$ cat src/rtl/push_button_debouncer.sv
// Push-button conditioner: two-flop synchroniser, counter-qualified debounce FSM,
// clean level plus single-cycle rise/fall pulses and a saturating bounce counter.
module push_button_debouncer #(
    parameter int unsigned DEBOUNCE_CYCLES = 16,
    parameter int unsigned CNT_W           = $clog2(DEBOUNCE_CYCLES),
    parameter int unsigned BOUNCE_W        = 8
) (
    input  logic                input_clock1_clk_1,
    input  logic                input_push_button3_rst_3,
    input  logic                input_push_button2_d_2,
    output logic                output_led1_d_level_3,
    output logic                output_led2_rise_4,
    output logic                output_led3_fall_5,
    output logic                output_led4_busy_6,
    output logic [BOUNCE_W-1:0] output_bounce_count_7
);

    localparam logic [1:0] IDLE_LOW  = 2'd0;
    localparam logic [1:0] WAIT_HIGH = 2'd1;
    localparam logic [1:0] IDLE_HIGH = 2'd2;
    localparam logic [1:0] WAIT_LOW  = 2'd3;

    localparam logic [CNT_W-1:0] CNT_LAST = CNT_W'(DEBOUNCE_CYCLES - 1);
    localparam logic [CNT_W-1:0] CNT_ONE  = CNT_W'(1);

    logic                sync1_q, sync2_q;
    logic [1:0]          state_q, state_d;
    logic [CNT_W-1:0]    cnt_q, cnt_d;
    logic                level_q, level_d;
    logic                rise_q, rise_d;
    logic                fall_q, fall_d;
    logic [BOUNCE_W-1:0] bounce_q, bounce_d;

    always_comb begin
        state_d  = state_q;
        cnt_d    = cnt_q;
        level_d  = level_q;
        rise_d   = 1'b0;
        fall_d   = 1'b0;
        bounce_d = bounce_q;
        case (state_q)
            IDLE_LOW: begin
                cnt_d = '0;
                if (sync2_q) begin
                    state_d = WAIT_HIGH;
                    cnt_d   = CNT_ONE;
                end
            end
            WAIT_HIGH: begin
                if (!sync2_q) begin
                    state_d = IDLE_LOW;
                    cnt_d   = '0;
                    if (bounce_q != '1) bounce_d = bounce_q + 1'b1;
                end else if (cnt_q == CNT_LAST) begin
                    state_d = IDLE_HIGH;
                    cnt_d   = '0;
                    level_d = 1'b1;
                    rise_d  = 1'b1;
                end else begin
                    cnt_d = cnt_q + 1'b1;
                end
            end
            IDLE_HIGH: begin
                cnt_d = '0;
                if (!sync2_q) begin
                    state_d = WAIT_LOW;
                    cnt_d   = CNT_ONE;
                end
            end
            WAIT_LOW: begin
                if (sync2_q) begin
                    state_d = IDLE_HIGH;
                    cnt_d   = '0;
                    if (bounce_q != '1) bounce_d = bounce_q + 1'b1;
                end else if (cnt_q == CNT_LAST) begin
                    state_d = IDLE_LOW;
                    cnt_d   = '0;
                    level_d = 1'b0;
                    fall_d  = 1'b1;
                end else begin
                    cnt_d = cnt_q + 1'b1;
                end
            end
            default: begin
                state_d = IDLE_LOW;
                cnt_d   = '0;
            end
        endcase
    end

    // Reset overrides everything, including a transition that would complete this edge.
    always_ff @(posedge input_clock1_clk_1) begin
        if (input_push_button3_rst_3) begin
            sync1_q  <= 1'b0;
            sync2_q  <= 1'b0;
            state_q  <= IDLE_LOW;
            cnt_q    <= '0;
            level_q  <= 1'b0;
            rise_q   <= 1'b0;
            fall_q   <= 1'b0;
            bounce_q <= '0;
        end else begin
            sync1_q  <= input_push_button2_d_2;
            sync2_q  <= sync1_q;
            state_q  <= state_d;
            cnt_q    <= cnt_d;
            level_q  <= level_d;
            rise_q   <= rise_d;
            fall_q   <= fall_d;
            bounce_q <= bounce_d;
        end
    end

    assign output_led1_d_level_3 = level_q;
    assign output_led2_rise_4    = rise_q;
    assign output_led3_fall_5    = fall_q;
    assign output_led4_busy_6    = (state_q == WAIT_HIGH) || (state_q == WAIT_LOW);
    assign output_bounce_count_7 = bounce_q;

endmodule

$ cat config.mk
export PLATFORM = sky130hd
export DESIGN_NAME = push_button_debouncer
export DESIGN_NICKNAME = d
export VERILOG_FILES = /design/src/rtl/push_button_debouncer.sv
export SDC_FILE = /design/constraint.sdc
export NUM_CORES = 1
export LEC_CHECK = 0
export CAP_MARGIN = 20
export CORE_ASPECT_RATIO = 0.9
export CORE_MARGIN = 8
export CORE_UTILIZATION = 53
export CTS_CLUSTER_SIZE = 30
export DETAILED_ROUTE_END_ITERATION = 16
export PLACE_DENSITY = 0.8
export SETUP_SLACK_MARGIN = 0.1
export SLEW_MARGIN = 30
export SYNTH_ARGS = -nofsm -noshare
export SYNTH_HDL_FRONTEND = slang
export SYNTH_SLANG_ARGS = --single-unit
$ cat constraint.sdc
create_clock -name input_clock1_clk_1 -period 3.23 [get_ports input_clock1_clk_1]
set_clock_uncertainty 0.1 [all_clocks]
set_input_delay 0.646 -clock input_clock1_clk_1 [delete_from_list [all_inputs] [get_ports input_clock1_clk_1]]
set_output_delay 0.646 -clock input_clock1_clk_1 [all_outputs]
set_load 0.03 [all_outputs]
# --- Yosys cells after proc, flatten, opt, wreduce, memory -nomap -nowiden ---
# Cells that the tools add are included.
totals:
  reg_bits: 19
  latchBits: 0
  ram_bits: 0
  romBits: 0
  wordCells: 59
  mem_count: 0
op_classes:
  add_sub_neg: 2
  n_mul: 0
  n_div: 0
  order_cmp: 0
  eq_ne: 15
  shift: 0
  mux: 23
  bitwise: 3
  reduce_logical: 8
op_table:
  columns: ["operator", "count"]
  rows:
  - ["2-to-1 mux 8 bit", 3]
  - ["!= test 2 bit, second input constant", 8]
  - ["one-hot mux 4 bit (4 select lines)", 1]
  - ["one-hot mux 8 bit (2 select lines)", 1]
  - ["2-to-1 mux 2 bit", 6]
  - ["2-to-1 mux 4 bit", 3]
  - ["adder 8 x 1 -> 8 bit, second input constant", 1]
  - ["!= test 8 bit, second input constant", 1]
  - ["one-hot mux 2 bit (4 select lines)", 1]
  - ["2-to-1 mux 1 bit", 7]
  - ["!= test 3 bit, second input constant", 2]
  - ["OR reduction 3 bit", 2]
  - ["AND reduction 5 bit", 1]
  - ["adder 4 x 1 -> 4 bit, second input constant", 1]
  - ["equality test 2 bit, second input constant", 2]
  - ["equality test 4 bit, second input constant", 1]
  - ["AND reduction 4 bit", 1]
  - ["NOT 1 bit", 3]
  - ["AND reduction 3 bit", 1]
  - ["equality test 2 x 1 -> 1 bit, second input constant", 1]
  - ["zero test 2 bit", 1]
  - ["one-hot mux 1 bit (2 select lines)", 1]
  - ["nonzero test 2 bit", 1]
  - ["logical OR 1 bit", 1]

# --- Depth between registers and ports, before layout ---
logic_depth:
  depth_word: 4
  mapped_depth: 5
  depth_no_buf: 5

# --- Least setup slack after synthesis ---
# Ideal clock, no wire load.
synth_timing:
  path_type: "input to register"
  startpoint: "input output_bounce_count_7[0]"
  endpoint: "register bounce_q[1], in the netlist output_bounce_count_7[1]"
  arrival_time_ns: 1.455
  required_time_ns: 2.999
  path_slack_ns: 1.543
  stages: 6
  path_cell_list: "dfxtp_1 > ha_1 > nand4_1 > o211ai_1 > mux2i_1 > nor2_1"
synth_via:
  elab_chain_len: 4
synth_lines:
  columns: ["item", "line_no", "text"]
  rows:
  - ["start: declaration", "15", "output logic [BOUNCE_W-1:0] output_bounce_count_7"]
  - ["adder 8 x 1 -> 8 bit / != test 8 bit (equally long branches)", "53, 74", null]
  - ["2-to-1 mux 8 bit (*)", "53, 74", null]
  - ["2-to-1 mux 8 bit, on equally long branches", "71, 50", null]
  - ["one-hot mux 8 bit (2 select lines) (*)", "41", "case (state_q)"]
  - ["end signal: assignment", "110", "bounce_q <= bounce_d;"]
  - ["end: declaration", "32", "logic [BOUNCE_W-1:0] bounce_q, bounce_d;"]
# Mark *: on every way between the ends. The rest lies on a longest branch, timed or not. The select of a mux whose other input is x is not followed.
# A chain may end at the register's enable or synchronous reset.

# --- Worst setup path in the final report ---
layout_timing:
  startpoint: "input output_bounce_count_7[4]"
  endpoint: "output output_bounce_count_7[4]"
# No word-level cell between the ends.

==> results.md <==
STA:
- The number of setup violations in the final report is 0.
- In the final timing run, aggregate negative setup slack is 0 ns.
- At the pin with the least slew margin, the transition time is 0.585 ns.
- Setup repair after global routing left no endpoint under its margin.
- The worst path meets setup with 0.916 ns of slack.
- The final count of hold timing violations is 0.
- The tightest hold path in the finished design has a slack of 0.357 ns.
- Subtracting the final worst setup slack from the clock period gives 2.31 ns.
- For this run, the top clock speed supported by timing is 0.432 GHz.
- The max-slew violation count was 0.
- The headroom to the max-slew limit is 60.9%.
- The post-route fraction of the period consumed by the critical path is 71.6%.

Setup path:
- The destination of the critical timing path is output_bounce_count_7[4].
- The largest stage delay on the critical path is 0.74 ns.
- The slowest stage of the critical path belongs to the cell sky130_fd_sc_hd__clkdlybuf4s50_1.
- The critical path starts at output_bounce_count_7[4].
- The sum of buffers and inverters on the critical path is 1.
- The depth of the worst register-to-register path is 5.
- The worst flop-to-flop path startpoint is output_bounce_count_7[0].
- The required time at the endpoint of the critical path is 2.48 ns.
- In this run the number of cells on the critical path is 1.
- The signal on the critical path passes through clkdlybuf4s50_1.
- The type of element capturing the critical path is a primary output.
- The critical path class is flip-flop to primary output.
- The endpoint arrival time on the critical path is 1.57 ns.
- The critical path startpoint category is a flip-flop.
- On the critical path the largest part of the delay comes from buffers and inverters.
- Along the worst path, the maximum fanout reaches 10.
- In this run the register-to-register setup slack is 1.59 ns.
- In this run the critical register-to-register path is captured at output_bounce_count_7[1].

Synthesis:
- The mapped netlist covers 816 um^2.
- The sequential share of the synthesized area is 46.6%.
- Synthesis produced 86 cells.
- A synthesized cell averages 9.49 um^2.
- When the netlist entered floorplanning its net count stood at 91.
- The cell type with the highest aggregate area in the netlist is sky130_fd_sc_hd__dfxtp_1.
- The fraction of registers with async set or reset after synthesis is 0%.
- The number of enable-type register cells in the synthesized netlist is 0.
- Yosys attributes the largest share of cell area to sky130_fd_sc_hd__dfxtp_1 (47%), sky130_fd_sc_hd__nand4_1 (4.6%), sky130_fd_sc_hd__nor2_1 (4.6%).
- The synthesized design devotes to its leading area cell type 46.6% of total area.
- Synthesis inferred 19 register bits.
- In this run, distinct cell masters in the synthesized netlist total 33.
- The dominant synthesized flop cell is sky130_fd_sc_hd__dfxtp_1.
- The count of synthesis-stage warnings from yosys is 0.

Power:
- The worst-case IR drop observed on VDD is 0.320 mV.
- The power density over the cells is 385 nW/um^2.
- Summed over all cells, the static leakage comes to 0.363 nW.

Detailed routing:
- The detailed-route DRC error count is 0.
- The vias per cell is 5.86.
- Detailed routing inserted a total of 674 vias.
- The detail route stage leaves a number of antenna-violating nets equal to 0.
- The detailed router finished its first iteration with 12 violations.
- The average wire per cell in the routed design is 14.8 um.
- The first TritonRoute pass finished after 4 iterations.
- Summed over all layers, the routed wires come to 1710 um.

Clock tree:
- The count of buffers added by post-CTS timing repair for setup is 0.
- The CTS tree is built.
- Post-CTS repair changed the size of 0 cells.
- Counting the buffers created by CTS gives 3.
- The cell at the root of the clock tree is sky130_fd_sc_hd__clkbuf_4.
- The post-CTS clock slew at the launch and capture registers of the worst setup and hold paths is 0.11 ns.
- CTS built an H-tree with a depth of 1.
- Clock tree synthesis found a total of 19 sinks.
- After clock tree synthesis, the flow added hold-fix buffers numbering 0.
- At the later pin of the worst-skew pair, clock insertion delay measures 0.30 ns.
- The longest clock path from root to sink contains 2 buffers.

Final layout:
- The fraction of final layout cells with drive strength greater than 1 is 8.00%.
- At the end of the flow, the number of nets in the layout was 106.
- The filler cell count in the final layout is 131.
- Compared with the post-synthesis result, the final layout area differs by 20.4%.
- At the end of the flow the core is filled with cells to 67.8%.
- Registers take 380 um^2.
- The final non-filler cell area is 982 um^2.
- The number of antenna repair diodes is 0.
- The area of combinational cells with multiple inputs is 408 um^2.

Placed design:
- The routability congestion estimate from global placement is 0.751.
- After detailed placement, the total cell area comes to 955 um^2.
- During placement, the flow inserted port buffers numbering 14.
- At the placement stage, the worst setup path has a slack of 1.04 ns.
- The total half-perimeter wirelength after legalization and detailed placement is 1290 um.

Floorplanning:
- The floorplan step defined a die boundary enclosing 3050 um^2.
- The number of top-level design ports is 15.
- The region available for standard cell placement spans 1450 um^2.
- Once the floorplan was initialized, standard cells occupied 56.4% of the core.
- The width of the chip is 57.4 um.
- The floorplan has 13 rows.
- From bottom edge to top edge, the die measures 53.2 um.

Outcome:
- The flow ran to the end, and the final reports show no timing, DRC or antenna violations.

Job:
- The number of maximum-capacitance violations is 0.

Global routing:
- The first global-routing pass estimated 2830 um of wire.
- Across every metal layer, demand over resource in global routing totals 12.1%.
- The maximum number of pins on one net before global-route repair is 17.
- After global routing the overflow that remains totals 0.
- The via count of the first global-routing pass was 655.
- The initial antenna violation count is 0.

Min path:
- The number of stages on the worst hold path is 1.
- The classification of the worst-slack hold path is flip-flop to flip-flop.
==> routing by layer <==
layer / vias up / share of wire [%] / GRT usage, %
li1: 337 / - / -
met1: 320 / 46 / 12.4
met2: 15 / 48 / 21.1
met3: 2 / 4.5 / 5.56
met4: 0 / 1.3 / 4.98
met5: - / 0 / 0
==> cell families after synthesis <==
| family | after synthesis | synth area share [%] |
|---|---|---|
| AND/OR/NAND/NOR | 38 | 27.6 |
| AO/OA/AOI/OAI | 14 | 11.2 |
| flip-flops | 19 | 46.6 |
| XOR/XNOR | 4 | 4.30 |
| multiplexers | 3 | 3.83 |
| buffers and inverters | 6 | 3.37 |
| adder cells (fa/ha/maj) | 2 | 3.07 |
==> how the worst min path moves through the flow <==
| stage | start | to | slack, ns |
|---|---|---|---|
| 4_1_cts | sync1_q | sync2_q | 0.36 |
| 3_5_place_dp | sync1_q | sync2_q | 0.33 |
| 3_3_place_gp | sync1_q | sync2_q | 0.32 |
| 5_1_grt | sync1_q | sync2_q | 0.37 |
| 2_1_floorplan | sync1_q | sync2_q | 0.31 |
| 6_report | sync1_q | sync2_q | 0.36 |
==> sequential cells by signal, summed over array words and instances, names as in the netlist, named ones only <==
register / cells
output_led2_rise_4: 1
sync2_q: 1
cnt_q: 4
output_led3_fall_5: 1
state_q: 1
output_bounce_count_7: 8
output_led1_d_level_3: 1
sync1_q: 1
==> cell type report <==
type / instances / share of cell area [%]
inverters: 2 / 0.764
flip-flops and latches: 19 / 38.7
clock inverters: 1 / 0.510
well taps: 15 / 1.91
repair buffers: 14 / 14.3
clock buffers: 3 / 2.29
multi-input cells: 61 / 41.5
==> through the flow <==
stage / total power, mW / instances
after CTS: 0.382 / 115
after global routing: 0.395 / 115
after global placement: 0.267 / 111
after floorplan: 0.259 / 86
final: 0.378 / 115
after detailed placement: 0.267 / 111
==> synth_stat cells, types with 2 or more instances <==
master                     instances
sky130_fd_sc_hd__o21ai_0           2
sky130_fd_sc_hd__a21oi_1           4
sky130_fd_sc_hd__nor4_1            2
sky130_fd_sc_hd__xor2_1            2
sky130_fd_sc_hd__nor2_1           10
sky130_fd_sc_hd__nand4_1           6
sky130_fd_sc_hd__nor3_2            2
sky130_fd_sc_hd__ha_1              2
sky130_fd_sc_hd__nor2b_1           3
sky130_fd_sc_hd__nand2_1           3
sky130_fd_sc_hd__nand3_1           2
sky130_fd_sc_hd__inv_1             2
sky130_fd_sc_hd__and3_1            2
sky130_fd_sc_hd__a31oi_1           2
sky130_fd_sc_hd__dfxtp_1          19
sky130_fd_sc_hd__clkbuf_1          2
sky130_fd_sc_hd__o21bai_1          2
sky130_fd_sc_hd__and2_1            2
sky130_fd_sc_hd__xnor2_1           2
sky130_fd_sc_hd__mux2i_1           2
==> power breakdown <==
group          internal, mW  switching [mW]
Combinational       0.00909          0.0115
Clock                0.0461          0.0702
Sequential            0.238         0.00376
Total                 0.293          0.0855
==> placed cells by master (no fill, tap or decap), drive strengths merged, types with 2 or more instances in the layout <==
master,count
clkdlybuf4s50,14
dfxtp,19
and2,2
inv,2
xor2,2
and3,2
nor2,11
xnor2,2
nor4,2
ha,2
clkbuf,3
nand2,3
nand3,2
mux2i,2
o21ai,2
nand4,6
a31oi,2
a21oi,4
o21bai,2
nor3,3
nor2b,3
Note: power is estimated with default switching activity, not from simulation.
